**src/rtl/quad_phase_pkg.sv**
```systemverilog
`default_nettype none
// ============================================================================
// Module : quad_phase_pkg
// Brief  : Shared phase/mode types, output masks and one-hot phase decode.
// Rev    : 1.0
// ============================================================================
package quad_phase_pkg;

    typedef logic [1:0] phase_t;

    typedef enum logic {
        MODE_IQ50 = 1'b0,
        MODE_PH25 = 1'b1
    } mode_t;

    // Bit n of each mask is the output level while the phase state equals n.
    localparam logic [3:0] PHASE_I_MASK = 4'b0011;
    localparam logic [3:0] PHASE_Q_MASK = 4'b0110;

    function automatic logic [3:0] phase_onehot(input phase_t p);
        phase_onehot = 4'b0001 << p;
    endfunction

endpackage
`default_nettype wire

```
**src/rtl/quad_phase_divider_if.sv**
```systemverilog
`default_nettype none
// ============================================================================
// Module : quad_phase_divider_if
// Brief  : Control/status bundle of the quadrature divider. With
//          QUAD_PHASE_REVERSE_EN defined it also carries reverse_in.
// Rev    : 1.0
// ============================================================================
interface quad_phase_divider_if #(
    parameter int unsigned DIV_W = 8
);
    logic             enable;
    logic [DIV_W-1:0] div_in;
    logic             mode_in;
    logic             load;
`ifdef QUAD_PHASE_REVERSE_EN
    logic             reverse_in;
`endif
    logic             cfg_pending;
    logic             out_i;
    logic             out_q;
    logic [3:0]       phase_out;
    logic             wrap;

`ifdef QUAD_PHASE_REVERSE_EN
    modport master (
        output enable, div_in, mode_in, load, reverse_in,
        input  cfg_pending, out_i, out_q, phase_out, wrap
    );
    modport slave (
        input  enable, div_in, mode_in, load, reverse_in,
        output cfg_pending, out_i, out_q, phase_out, wrap
    );
`else
    modport master (
        output enable, div_in, mode_in, load,
        input  cfg_pending, out_i, out_q, phase_out, wrap
    );
    modport slave (
        input  enable, div_in, mode_in, load,
        output cfg_pending, out_i, out_q, phase_out, wrap
    );
`endif
endinterface
`default_nettype wire

```
**src/rtl/quad_tick_prescaler.sv**
```systemverilog
`default_nettype none
// ============================================================================
// Module : quad_tick_prescaler
// Brief  : Enable-gated counter producing one tick every div_active+1 cycles.
// Rev    : 1.0
// ============================================================================
module quad_tick_prescaler #(
    parameter int unsigned DIV_W = 8
) (
    input  logic             clk,
    input  logic             rst,
    input  logic             enable,
    input  logic [DIV_W-1:0] div_active,
    output logic             tick
);

    logic [DIV_W-1:0] cnt_q;
    logic [DIV_W-1:0] cnt_d;

    // >= rather than == so a divisor lowered below the held count still ticks.
    always_comb begin
        tick  = enable && (cnt_q >= div_active);
        cnt_d = cnt_q;
        if (tick) begin
            cnt_d = '0;
        end else if (enable) begin
            cnt_d = cnt_q + DIV_W'(1);
        end
    end

    always_ff @(posedge clk or posedge rst) begin
        if (rst) begin
            cnt_q <= '0;
        end else begin
            cnt_q <= cnt_d;
        end
    end

endmodule
`default_nettype wire

```
**src/rtl/quad_phase_divider.sv**
```systemverilog
`default_nettype none
// ============================================================================
// Module : quad_phase_divider
// Brief  : Synchronous quadrature generator: I/Q 50% or four 25% strobes,
//          runtime divisor/mode applied at phase wrap. Optional macro
//          QUAD_PHASE_REVERSE_EN adds reverse rotation.
// Rev    : 1.0
// ============================================================================
module quad_phase_divider
    import quad_phase_pkg::*;
#(
    parameter int unsigned DIV_W    = 8,
    parameter int unsigned RST_DIV  = 0,
    parameter int unsigned RST_MODE = 0
) (
    input  logic                 clk,
    input  logic                 rst,
    quad_phase_divider_if.slave  bus
);

    localparam logic [DIV_W-1:0] RST_DIV_V  = DIV_W'(RST_DIV);
    localparam mode_t            RST_MODE_E = (RST_MODE != 0) ? MODE_PH25 : MODE_IQ50;

    logic             tick;
    logic             reverse;
    logic             wrap_edge;
    logic             apply_cfg;

    phase_t           phase_q,       phase_d;
    logic [DIV_W-1:0] div_active_q,  div_active_d;
    logic [DIV_W-1:0] div_shadow_q,  div_shadow_d;
    mode_t            mode_active_q, mode_active_d;
    mode_t            mode_shadow_q, mode_shadow_d;
    logic             cfg_pending_q, cfg_pending_d;
    logic             wrap_q,        wrap_d;
    logic             out_i_q,       out_i_d;
    logic             out_q_q,       out_q_d;
    logic [3:0]       phase_out_q,   phase_out_d;

    quad_tick_prescaler #(
        .DIV_W (DIV_W)
    ) u_prescaler (
        .clk        (clk),
        .rst        (rst),
        .enable     (bus.enable),
        .div_active (div_active_q),
        .tick       (tick)
    );

    // A frozen divider takes new config at once; a running one waits for wrap.
    assign wrap_edge = tick && (phase_q == (reverse ? 2'd1 : 2'd3));
    assign apply_cfg = cfg_pending_q && (!bus.enable || wrap_edge);

`ifdef QUAD_PHASE_REVERSE_EN
    logic reverse_active_q, reverse_active_d;
    logic reverse_shadow_q, reverse_shadow_d;

    assign reverse = reverse_active_q;

    always_comb begin
        reverse_active_d = reverse_active_q;
        reverse_shadow_d = reverse_shadow_q;
        if (apply_cfg) begin
            reverse_active_d = reverse_shadow_q;
        end
        if (bus.load) begin
            reverse_shadow_d = bus.reverse_in;
        end
    end

    always_ff @(posedge clk or posedge rst) begin
        if (rst) begin
            reverse_active_q <= 1'b0;
            reverse_shadow_q <= 1'b0;
        end else begin
            reverse_active_q <= reverse_active_d;
            reverse_shadow_q <= reverse_shadow_d;
        end
    end
`else
    assign reverse = 1'b0;
`endif

    always_comb begin
        phase_d       = phase_q;
        div_active_d  = div_active_q;
        div_shadow_d  = div_shadow_q;
        mode_active_d = mode_active_q;
        mode_shadow_d = mode_shadow_q;
        cfg_pending_d = cfg_pending_q;
        wrap_d        = wrap_edge;

        if (tick) begin
            phase_d = reverse ? (phase_q - 2'd1) : (phase_q + 2'd1);
        end

        // Apply before capture so a load on the wrap edge stays pending.
        if (apply_cfg) begin
            div_active_d  = div_shadow_q;
            mode_active_d = mode_shadow_q;
            cfg_pending_d = 1'b0;
        end
        if (bus.load) begin
            div_shadow_d  = bus.div_in;
            mode_shadow_d = mode_t'(bus.mode_in);
            cfg_pending_d = 1'b1;
        end

        phase_out_d = phase_onehot(phase_d);
        if (mode_active_d == MODE_IQ50) begin
            out_i_d = PHASE_I_MASK[phase_d];
            out_q_d = PHASE_Q_MASK[phase_d];
        end else begin
            out_i_d = phase_out_d[0];
            out_q_d = phase_out_d[1];
        end
    end

    always_ff @(posedge clk or posedge rst) begin
        if (rst) begin
            phase_q       <= 2'd0;
            div_active_q  <= RST_DIV_V;
            div_shadow_q  <= RST_DIV_V;
            mode_active_q <= RST_MODE_E;
            mode_shadow_q <= RST_MODE_E;
            cfg_pending_q <= 1'b0;
            wrap_q        <= 1'b0;
            out_i_q       <= 1'b1;
            out_q_q       <= 1'b0;
            phase_out_q   <= 4'b0001;
        end else begin
            phase_q       <= phase_d;
            div_active_q  <= div_active_d;
            div_shadow_q  <= div_shadow_d;
            mode_active_q <= mode_active_d;
            mode_shadow_q <= mode_shadow_d;
            cfg_pending_q <= cfg_pending_d;
            wrap_q        <= wrap_d;
            out_i_q       <= out_i_d;
            out_q_q       <= out_q_d;
            phase_out_q   <= phase_out_d;
        end
    end

    assign bus.cfg_pending = cfg_pending_q;
    assign bus.out_i       = out_i_q;
    assign bus.out_q       = out_q_q;
    assign bus.phase_out   = phase_out_q;
    assign bus.wrap        = wrap_q;

endmodule
`default_nettype wire

```
**src/flat_wrapper.sv**
```systemverilog
// flat-port wrapper written by rule: the top's interface ports become plain ports
module quad_phase_divider_flat import quad_phase_pkg::*;
#(
    parameter int unsigned DIV_W    = 8,
    parameter int unsigned RST_DIV  = 0,
    parameter int unsigned RST_MODE = 0
)
  (clk, rst, bus_enable, bus_div_in, bus_mode_in, bus_load, bus_cfg_pending, bus_out_i, bus_out_q, bus_phase_out, bus_wrap);
  quad_phase_divider_if #(.DIV_W(DIV_W)) bus_i ();
  input  logic clk;
  input  logic rst;
  input wire logic [$bits(bus_i.enable)-1:0] bus_enable;
  input wire logic [$bits(bus_i.div_in)-1:0] bus_div_in;
  input wire logic [$bits(bus_i.mode_in)-1:0] bus_mode_in;
  input wire logic [$bits(bus_i.load)-1:0] bus_load;
  output wire logic [$bits(bus_i.cfg_pending)-1:0] bus_cfg_pending;
  output wire logic [$bits(bus_i.out_i)-1:0] bus_out_i;
  output wire logic [$bits(bus_i.out_q)-1:0] bus_out_q;
  output wire logic [$bits(bus_i.phase_out)-1:0] bus_phase_out;
  output wire logic [$bits(bus_i.wrap)-1:0] bus_wrap;
  assign bus_i.enable = bus_enable;
  assign bus_i.div_in = bus_div_in;
  assign bus_i.mode_in = bus_mode_in;
  assign bus_i.load = bus_load;
  assign bus_cfg_pending = bus_i.cfg_pending;
  assign bus_out_i = bus_i.out_i;
  assign bus_out_q = bus_i.out_q;
  assign bus_phase_out = bus_i.phase_out;
  assign bus_wrap = bus_i.wrap;
  quad_phase_divider #(.DIV_W(DIV_W), .RST_DIV(RST_DIV), .RST_MODE(RST_MODE)) u_core (.clk(clk), .rst(rst), .bus(bus_i));
endmodule
```
**config.mk**
```make
export PLATFORM = sky130hd
export DESIGN_NAME = quad_phase_divider_flat
export DESIGN_NICKNAME = d
export VERILOG_FILES = /design/src/rtl/quad_phase_pkg.sv /design/src/rtl/quad_phase_divider_if.sv /design/src/rtl/quad_tick_prescaler.sv /design/src/rtl/quad_phase_divider.sv /design/src/flat_wrapper.sv
export SDC_FILE = /design/constraint.sdc
export NUM_CORES = 1
export LEC_CHECK = 0
export CELL_PAD_IN_SITES_DETAIL_PLACEMENT = 1
export CELL_PAD_IN_SITES_GLOBAL_PLACEMENT = 2
export CORE_UTILIZATION = 40
export DETAILED_ROUTE_END_ITERATION = 8
export PLACE_DENSITY = 0.81
export REMOVE_ABC_BUFFERS = 1
export SLEW_MARGIN = 5
export SYNTH_ARGS = -nofsm -noshare
export SYNTH_HDL_FRONTEND = slang
export SYNTH_SLANG_ARGS = --single-unit
```
**constraint.sdc**
```tcl
create_clock -name clk -period 5.72 [get_ports clk]
set_input_delay 1.144 -clock clk [delete_from_list [all_inputs] [get_ports clk]]
set_output_delay 1.144 -clock clk [all_outputs]
set_load 0.1 [all_outputs]
```
==> metrics.md <==
| Metric | Value |
|---|---|
| Outcome | `completed` |
| I/O Pins | `21` |
| Drc violations | `0` |
| Half-perimeter wire length after placement | `2569 um` |
| GP Congestion | `0.7171` |
| RSZ-0062 raised after global routing | `no` |
| Drt via density | `5.100` |
| Worst-path clk slew | `0.07 ns` |
| Starting Density | `42.63%` |
| Net count, final | `187` |
| Largest net degree at the start of global routing | `37` |
| TritonCTS Buffers | `5` |
| Total routing usage reported by global routing | `17.26%` |
| DRT Pass-1 Iters | `6` |
| Max Slew Vio Count | `0` |
| Synthesized instance count | `135` |
| Die area | `0.004654 sq mm` |
| Fin util | `51.81%` |
| Worst Path Arrival | `3.32 ns` |
| # diodes | `0` |
| First-pass GRT wire length | `5644 um` |
| Multi-input logic area | `779.5 sq um` |
| Number of synthesized flops with an enable pin | `0` |
| Clock Latency Late Sink | `0.28 ns` |
| Most frequent cells in the layout | `dfrtp_1, clkdlybuf4s50_1, ha_1` |
| CORE AREA | `0.004115 sq mm` |
| Fillcell total | `416` |
| Worst slew pin tran | `1.024 ns` |
| Final antenna-violating net count | `0` |
| Seq/Total Area, Yosys | `51.50%` |
| Drt initial violations | `14` |
| Clk_skew | `0.002144 ns` |
| HP Class | `flop to flop` |
| Relative slew slack | `31.61%` |
| Area Overhead vs Synth | `21.54%` |
| Kind of critical path | `input port to flop` |
| Ys async rst share | `100.0%` |
| Vias in the first global route | `1198` |
| Die span in x | `68.22 um` |
| Fin crit share | `55.05%` |
| Layout cells sized above 1 | `22.98%` |
| Fin Setup TNS | `0 ns` |
| Netlist cell types | `31` |
| Die Span Y | `68.22 um` |
| Minimum clock period | `3.149 ns` |
| Post-Place Cells | `203` |
| Post-Syn Area per Cell | `12.99 sq um` |
| Power Dens Cells | `503.2 mW/mm^2` |
| Fin cells | `211` |
| Leakage power | `1.001 nW` |
| Max clock buf depth | `2` |
| Row Count | `23` |
| Post-CTS Hold Buffers | `0` |
| Register bit total from synthesis | `36` |
| Total grt overflow | `0` |
| # Max-Cap Violations | `0` |
| Routed WL | `3354 um` |
| Yosys warns | `0` |
| Setup repair bufs after CTS | `0` |
| IO buf count | `20` |
| H-tree depth | `2` |
| Crit path required time | `5.89 ns` |
| Post-Syn Area | `0.001754 sq mm` |
| Synth Flop Type | `dfrtp_1` |
| Register area | `903.4 sq um` |
| FMAX | `317.6 MHz` |
| Setup crit start kind | `input port` |
| CTS tree | `yes` |
| Critical Path Fanout Max | `8` |
| Wirelength per Cell | `15.90 um` |
| Clk sink count | `36` |
| Final Hold Viols | `0` |
| Root buf cell | `clkbuf_8` |
| CTS resizes | `0` |
| Initial antenna violation count | `0` |
| Detailed-route via count | `1076` |
| Final setup viols | `0` |
| CP endpoint kind | `flop` |
| IR drop worst, VDD | `430.2 uV` |
| Commonest non-fill, non-tap cell in the layout | `dfrtp_1` |
-- metrics by stage --
| stage | cell area, sq um | setup slack (ns) | hold slack, ns | power, mW |
|---|---|---|---|---|
| floorplan | 1735 | 3.216 | 0.4774 | 0.7261 |
| global placement | 2006 | 2.368 | 0.4901 | 0.8234 |
| detailed placement | 2006 | 2.267 | 0.4993 | 0.8431 |
| CTS | 2132 | 2.575 | 0.5175 | 1.088 |
| global route | 2132 | 2.439 | 0.5295 | 1.139 |
| finish | 2132 | 2.571 | 0.5136 | 1.073 |
-- where the power goes --
part	internal, mW	switching, mW
registers	0.325	0.0491
logic	0.167	0.291
clock network	0.154	0.0863
-- cells in the mapped netlist (all sizes together) (3+ instances only) --
library cell | number | area (sq um)
nand3 | 4 | 20.02
dfrtp | 34 | 850.8
a21oi | 3 | 15.01
nand2 | 6 | 22.52
mux2 | 19 | 251.5
ha | 14 | 175.2
xor2 | 3 | 26.28
inv | 14 | 52.55
nor2 | 11 | 46.29
-- registers in the layout, summed over array words and instances (netlist names) --
| name | count |
|---|---|
| u_core.bus.out_i | 1 |
| u_core.bus.phase_out | 4 |
| u_core.bus.out_q | 1 |
| u_core.mode_shadow_q | 1 |
| u_core.u_prescaler.cnt_q | 8 |
| u_core.div_shadow_q | 8 |
| u_core.div_active_q | 8 |
| u_core.phase_q | 2 |
| u_core.mode_active_q | 1 |
| u_core.bus.wrap | 1 |
| u_core.bus.cfg_pending | 1 |
-- per-layer routing --
metal  part of all wire [%]  track usage, %  vias up
met4                   0.75           6.250        0
met1                     43           19.96      544
met3                    2.7           6.333        4
met2                     54           29.04       16
met5                      0               0        -
li1                       -               -      512
-- area by class of cell --
type,instances,area share [%]
Sequential cell,36,42.37
Tap cell,50,2.934
Clock buffer,7,4.519
Multi-Input combinational cell,82,36.56
Clock inverter,1,1.408
Inverter,14,2.465
Timing Repair Buffer,21,9.742
-- kinds of logic after synthesis --
kind of cell | share of synthesized area (%)
flops | 51.50
compound gates | 9.201
xor+xnor | 2.497
simple gates | 7.275
fa+ha+maj | 9.986
buf+inv | 4.066
mux | 15.48
-- worst max-delay path, cell delays in order --
cell and delay, ns:
clkdlybuf4s50_1 0.66, inv_2 0.13, nor2_2 0.30, mux2i_1 0.39, inv_1 0.14, ha_1 0.30
mux2_4 0.25
-- final timing paths --
path                                             start                      to  slack, ns  cells after the start
setup / recovery                            bus_enable        u_core.bus.out_q       2.57                      7
hold / removal                  u_core.div_active_q[6]  u_core.div_active_q[6]       0.51                      1
setup reg to reg           u_core.u_prescaler.cnt_q[0]  u_core.div_active_q[2]       2.80                      8
hold reg to reg                 u_core.div_active_q[6]  u_core.div_active_q[6]       0.51                      1
max in group asynchronous                          rst        u_core.bus.out_i       4.09                      3
min in group asynchronous                          rst  u_core.div_shadow_q[2]       1.28                      3
No activity file was read; power rests on OpenSTA's default activity.
==> RTL edit 1, RTL diff (config.mk and constraints unchanged) <==
`RST_MODE` is set to 0 in 2 places; all go to 1.
--- a/src/rtl/quad_phase_divider.sv
+++ b/src/rtl/quad_phase_divider.sv
@@ -11,7 +11,7 @@
 #(
     parameter int unsigned DIV_W    = 8,
     parameter int unsigned RST_DIV  = 0,
-    parameter int unsigned RST_MODE = 0
+    parameter int unsigned RST_MODE = 1
 ) (
     input  logic                 clk,
     input  logic                 rst,
--- a/src/flat_wrapper.sv
+++ b/src/flat_wrapper.sv
@@ -3,7 +3,7 @@
 #(
     parameter int unsigned DIV_W    = 8,
     parameter int unsigned RST_DIV  = 0,
-    parameter int unsigned RST_MODE = 0
+    parameter int unsigned RST_MODE = 1
 )
   (clk, rst, bus_enable, bus_div_in, bus_mode_in, bus_load, bus_cfg_pending, bus_out_i, bus_out_q, bus_phase_out, bus_wrap);
   quad_phase_divider_if #(.DIV_W(DIV_W)) bus_i ();
Check against the original RTL: not equivalent (a bounded check fails within 4 cycles, from zero or initial values and one cycle with rst high).
==> RTL edit 1 against the original RTL <==
- synthesized area is 0.14% higher
- via count is 2.0% higher
- count of clock-buffer cells in the layout is 1 lower
- power is 1.8% lower
- worst setup slack better by 0.023 ns
- sequential share of layout area is 0.44 points higher
- cell count stayed put
- synthesized cell count stayed put
- wire length is 3.2% higher
- non-clock buffer count stayed put
- sequential cell count stayed put
- final area is 0.76% lower
- largest cell class unchanged
- largest power group unchanged
==> RTL edit 1: results <==
set metrics [dict create \
    status "completed" \
    finClkSkew_ns 0.00482 \
    cts.htree.levels 2 \
    r2r_start "u_core.u_prescaler.cnt_q[0]" \
    post_drt_wl_per_cell_um 16.4 \
    gr-usage-all-layers_pct 17.3 \
    grt_first_pass_wirelength_mm 5.61 \
    p_leak_nw 0.991 \
    synthTopCellsByCount "dfrtp_1 (32), ha_1 (14), inv_1 (13)" \
    place.gp.congestion 0.753 \
    cp_max_fo 8 \
    drt_first_pass_iters 4 \
    clkLatencyLatePin_ns 0.29 \
    hold_buffers 0 \
    worst_r2r_path_depth 8 \
    dp_cells 203 \
    synthTopCellsByArea "dfrtp_1 (46%), ha_1 (10%), mux2_4 (8.5%)" \
    drt_iter0_markers 47 \
    timing.rr.end "u_core.div_active_q[1]" \
    yosysSeqAreaShare_pct 51.6 \
    synth_warnings 0 \
    antenna_found_initial 0 \
    hpwl_mm 2.64 \
    hold_start "u_core.div_shadow_q[5]" \
    cts_setup_buffers 0 \
    worstPathArrival_ns 3.30 \
    whs_endpoint "u_core.div_active_q[5]" \
    min_path_cells 1 \
    routed_via_density 5.20 \
    post_cts_resized 0 \
    tightestPinTransition_ns 1.02 \
    cts_buffers 5 \
    rrSetupSlack_ns 2.73 \
    layout-drive-gt1-share_pct 23.6 \
    nets 187 \
    grt_max_degree 37 \
    clockBufferDepth 2 \
    vias 1098 \
    reg_top3 "u_core.div_active_q: 8 flops, u_core.div_shadow_q: 8 flops, u_core.u_prescaler.cnt_q: 8 flops" \
    peakVddDrop_v 0.000320 \
    ys_async_sr_fraction_pct 100 \
    hold_path.class "flop to flop" \
]
RTL edit 1: changes by cell type after synthesis, sizes merged:
cell   delta
dfrtp     -2
dfstp     +2
RTL edit 1: cell type report:
cell class | count | area, sq um
flip-flops and latches | 36 | 906
inverters | 14 | 52.6
fillers | 434 | 2000
multi-input cells | 82 | 779
clock inverters | 2 | 35.0
well taps | 50 | 62.6
repair buffers | 21 | 208
clock buffers | 6 | 72.6
RTL edit 1: where the power goes:
group | switching (mW) | internal, mW | total, mW
sequential | 0.0493 | 0.328 | 0.377
clock | 0.0893 | 0.129 | 0.219
combinational | 0.291 | 0.166 | 0.457
RTL edit 1: worst max-delay path by stage:
stage | start | to | slack [ns] | depth (start not counted)
after global placement | bus_enable | u_core.bus.out_q | 2.40 | 7
final | bus_enable | u_core.bus.out_q | 2.59 | 7
after detailed placement | bus_enable | u_core.bus.out_q | 2.27 | 7
after floorplan | u_core.u_prescaler.cnt_q[0] | u_core.bus.out_q | 3.22 | 10
after CTS | bus_enable | u_core.bus.out_q | 2.59 | 7
after global routing | bus_enable | u_core.bus.out_q | 2.48 | 7
RTL edit 1: stage by stage:
stage               util [%]  hold WS, ns  area (sq um)  setup slack, ns
floorplan                  -        0.477          1740             3.22
global placement        48.8        0.489          2010             2.40
detailed placement      48.8        0.502          2010             2.27
CTS                     51.4        0.522          2120             2.59
global route            51.4        0.533          2120             2.48
finish                  51.4        0.515          2120             2.59
RTL edit 1: worst max-delay path: stages:
cell and delay, ns:
clkdlybuf4s50_1 0.66, inv_2 0.13, nor2_2 0.28, mux2i_1 0.40, inv_1 0.14, ha_1 0.29, mux2_4 0.25
RTL edit 1: cell families after synthesis:
kind of cell	synth area share, %
xor gates and xnor gates	2.49
DFF	51.6
and+or+nand+nor	7.26
AOI/OAI and AO/OA	9.19
muxes	15.5
buffers and inverters	4.06
adders and majority gates	9.97
RTL edit 1: per-layer routing:
layer	global-route usage (%)	vias up	routed length (um)	share of wire [%]
met2	27.5	18	1730	50
li1	-	511	-	-
met3	4.83	8	104	3.0
met5	0	-	0	0
met4	7.81	0	72	2.1
met1	21.7	561	1560	45
==> RTL edit 2, RTL diff (same settings) <==
Without the edit above. `DIV_W` is set to 8 in 4 places; all go to 12.
--- a/src/rtl/quad_phase_divider_if.sv
+++ b/src/rtl/quad_phase_divider_if.sv
@@ -6,7 +6,7 @@
 // Rev    : 1.0
 // ============================================================================
 interface quad_phase_divider_if #(
-    parameter int unsigned DIV_W = 8
+    parameter int unsigned DIV_W = 12
 );
     logic             enable;
     logic [DIV_W-1:0] div_in;
--- a/src/rtl/quad_tick_prescaler.sv
+++ b/src/rtl/quad_tick_prescaler.sv
@@ -5,7 +5,7 @@
 // Rev    : 1.0
 // ============================================================================
 module quad_tick_prescaler #(
-    parameter int unsigned DIV_W = 8
+    parameter int unsigned DIV_W = 12
 ) (
     input  logic             clk,
     input  logic             rst,
--- a/src/rtl/quad_phase_divider.sv
+++ b/src/rtl/quad_phase_divider.sv
@@ -9,7 +9,7 @@
 module quad_phase_divider
     import quad_phase_pkg::*;
 #(
-    parameter int unsigned DIV_W    = 8,
+    parameter int unsigned DIV_W    = 12,
     parameter int unsigned RST_DIV  = 0,
     parameter int unsigned RST_MODE = 0
 ) (
--- a/src/flat_wrapper.sv
+++ b/src/flat_wrapper.sv
@@ -1,7 +1,7 @@
 // flat-port wrapper written by rule: the top's interface ports become plain ports
 module quad_phase_divider_flat import quad_phase_pkg::*;
 #(
-    parameter int unsigned DIV_W    = 8,
+    parameter int unsigned DIV_W    = 12,
     parameter int unsigned RST_DIV  = 0,
     parameter int unsigned RST_MODE = 0
 )
Ports: changed (resized bus_div_in); port bits go from 21 to 25. No check against the original RTL was run, so the function may have changed too.
==> RTL edit 2 against the original RTL <==
- critical path depth fell by 1
- worst setup slack lost 0.043 ns
- highest routed layer unchanged
- synthesized cell count rose by 38%
- worst hold slack got worse by 0.014 ns
- largest cell class unchanged
- power is 3.9% higher
- synthesized area up 30%
- wire length up 36%
- final area increased by 28%
- sequential cell count grew 12
- cell count increased by 36%
- critical path type unchanged
- sequential share of layout area rose by 1.9 points
==> RTL edit 2: results <==
set metrics [dict create \
    status "completed" \
    rrSetupSlack_ns 2.57 \
    postSynthAreaPerCell_sq_um 12.3 \
    p_leak_nw 1.26 \
    multi_input_area_sq_um 986 \
    dp_cells 278 \
    finalNonFillerCells 286 \
    finClkSkew_ns 0.00420 \
    synth_xor_area_share_pct 3.06 \
    yosysSeqAreaShare_pct 52.6 \
    whs_ns 0.500 \
    hold_start "u_core.div_shadow_q[4]" \
    nets 248 \
    combPwrFrac_pct 34.5 \
    hpwl_mm 3.40 \
    clkTransAtPathRegs_ns 0.09 \
    port_buffers 24 \
    slowest_delay_ns 0.72 \
    routed_via_density 5.05 \
    grt_pass1_vias 1633 \
    grt_max_degree 49 \
    timing.rr.end "u_core.bus.out_q" \
    synthMuxAreaShare_pct 14.2 \
    tightestPinTransition_ns 0.990 \
    grt_first_pass_wirelength_mm 7.97 \
    peakVddDrop_v 0.000281 \
    routed_wl_mm 4.55 \
    r2r_start "u_core.u_prescaler.cnt_q[10]" \
    ys.flop_type "dfrtp_1" \
    fillCellCount 589 \
    antenna_found_initial 0 \
    postPlaceCellArea_sq_mm 0.00259 \
    reg_top3 "u_core.div_active_q: 12 flops, u_core.div_shadow_q: 12 flops, u_core.u_prescaler.cnt_q: 12 flops" \
    synthDistinctLibCells 39 \
    drt_iter0_markers 16 \
    gr-usage-all-layers_pct 17.5 \
    layout-drive-gt1-share_pct 17.3 \
    synthTopCellsByCount "dfrtp_1 (46), inv_1 (20), ha_1 (18)" \
    place.gp.congestion 0.699 \
    switching_share_pct 37.1 \
    cp_max_fo 12 \
    synthTopCellsByArea "dfrtp_1 (50%), ha_1 (9.8%), mux2_2 (8.4%)" \
    max_freq_mhz 313 \
    pg_clk_mw 0.268 \
    synth_compound_area_share_pct 7.77 \
    synthAdderAreaFrac_pct 9.85 \
    cp-startpoint "bus_enable" \
    whs_endpoint "u_core.div_active_q[4]" \
    clockBufferDepth 2 \
    p_total_mw 1.11 \
    synth_warnings 0 \
    clkLatencyLatePin_ns 0.30 \
    drt_first_pass_iters 3 \
]
-- RTL edit 2: critical path, delay by kind of cell --
kind | cells | cell delay, ns
multiplexers | 2 | 0.64
buffers and inverters | 2 | 0.87
AO/OA/AOI/OAI | 1 | 0.43
adder cells (fa/ha/maj) | 1 | 0.30
-- RTL edit 2: area by class of cell --
type	instances	area share (%)
flip-flops and latches	48	44.2
multi-input cells	114	36.2
repair buffers	24	8.83
clock buffers	7	3.54
well taps	72	3.31
inverters	20	2.76
clock inverters	1	1.10
-- RTL edit 2: metal layers --
layer  global-route usage [%]  vias to the layer above  part of all wire [%]
met5                        0                        -                     0
met4                     6.79                        0                   1.7
met3                     4.00                        7                   2.7
met2                     30.4                       16                    52
met1                     21.0                      726                    43
li1                         -                      696                     -
-- RTL edit 2: kinds of logic after synthesis --
kind of cell | count (synthesis)
adder cells (fa/ha/maj) | 18
AND/OR/NAND/NOR | 35
buffers and inverters | 24
XOR/XNOR | 8
AO/OA/AOI/OAI | 24
flip-flops | 48
multiplexers | 29
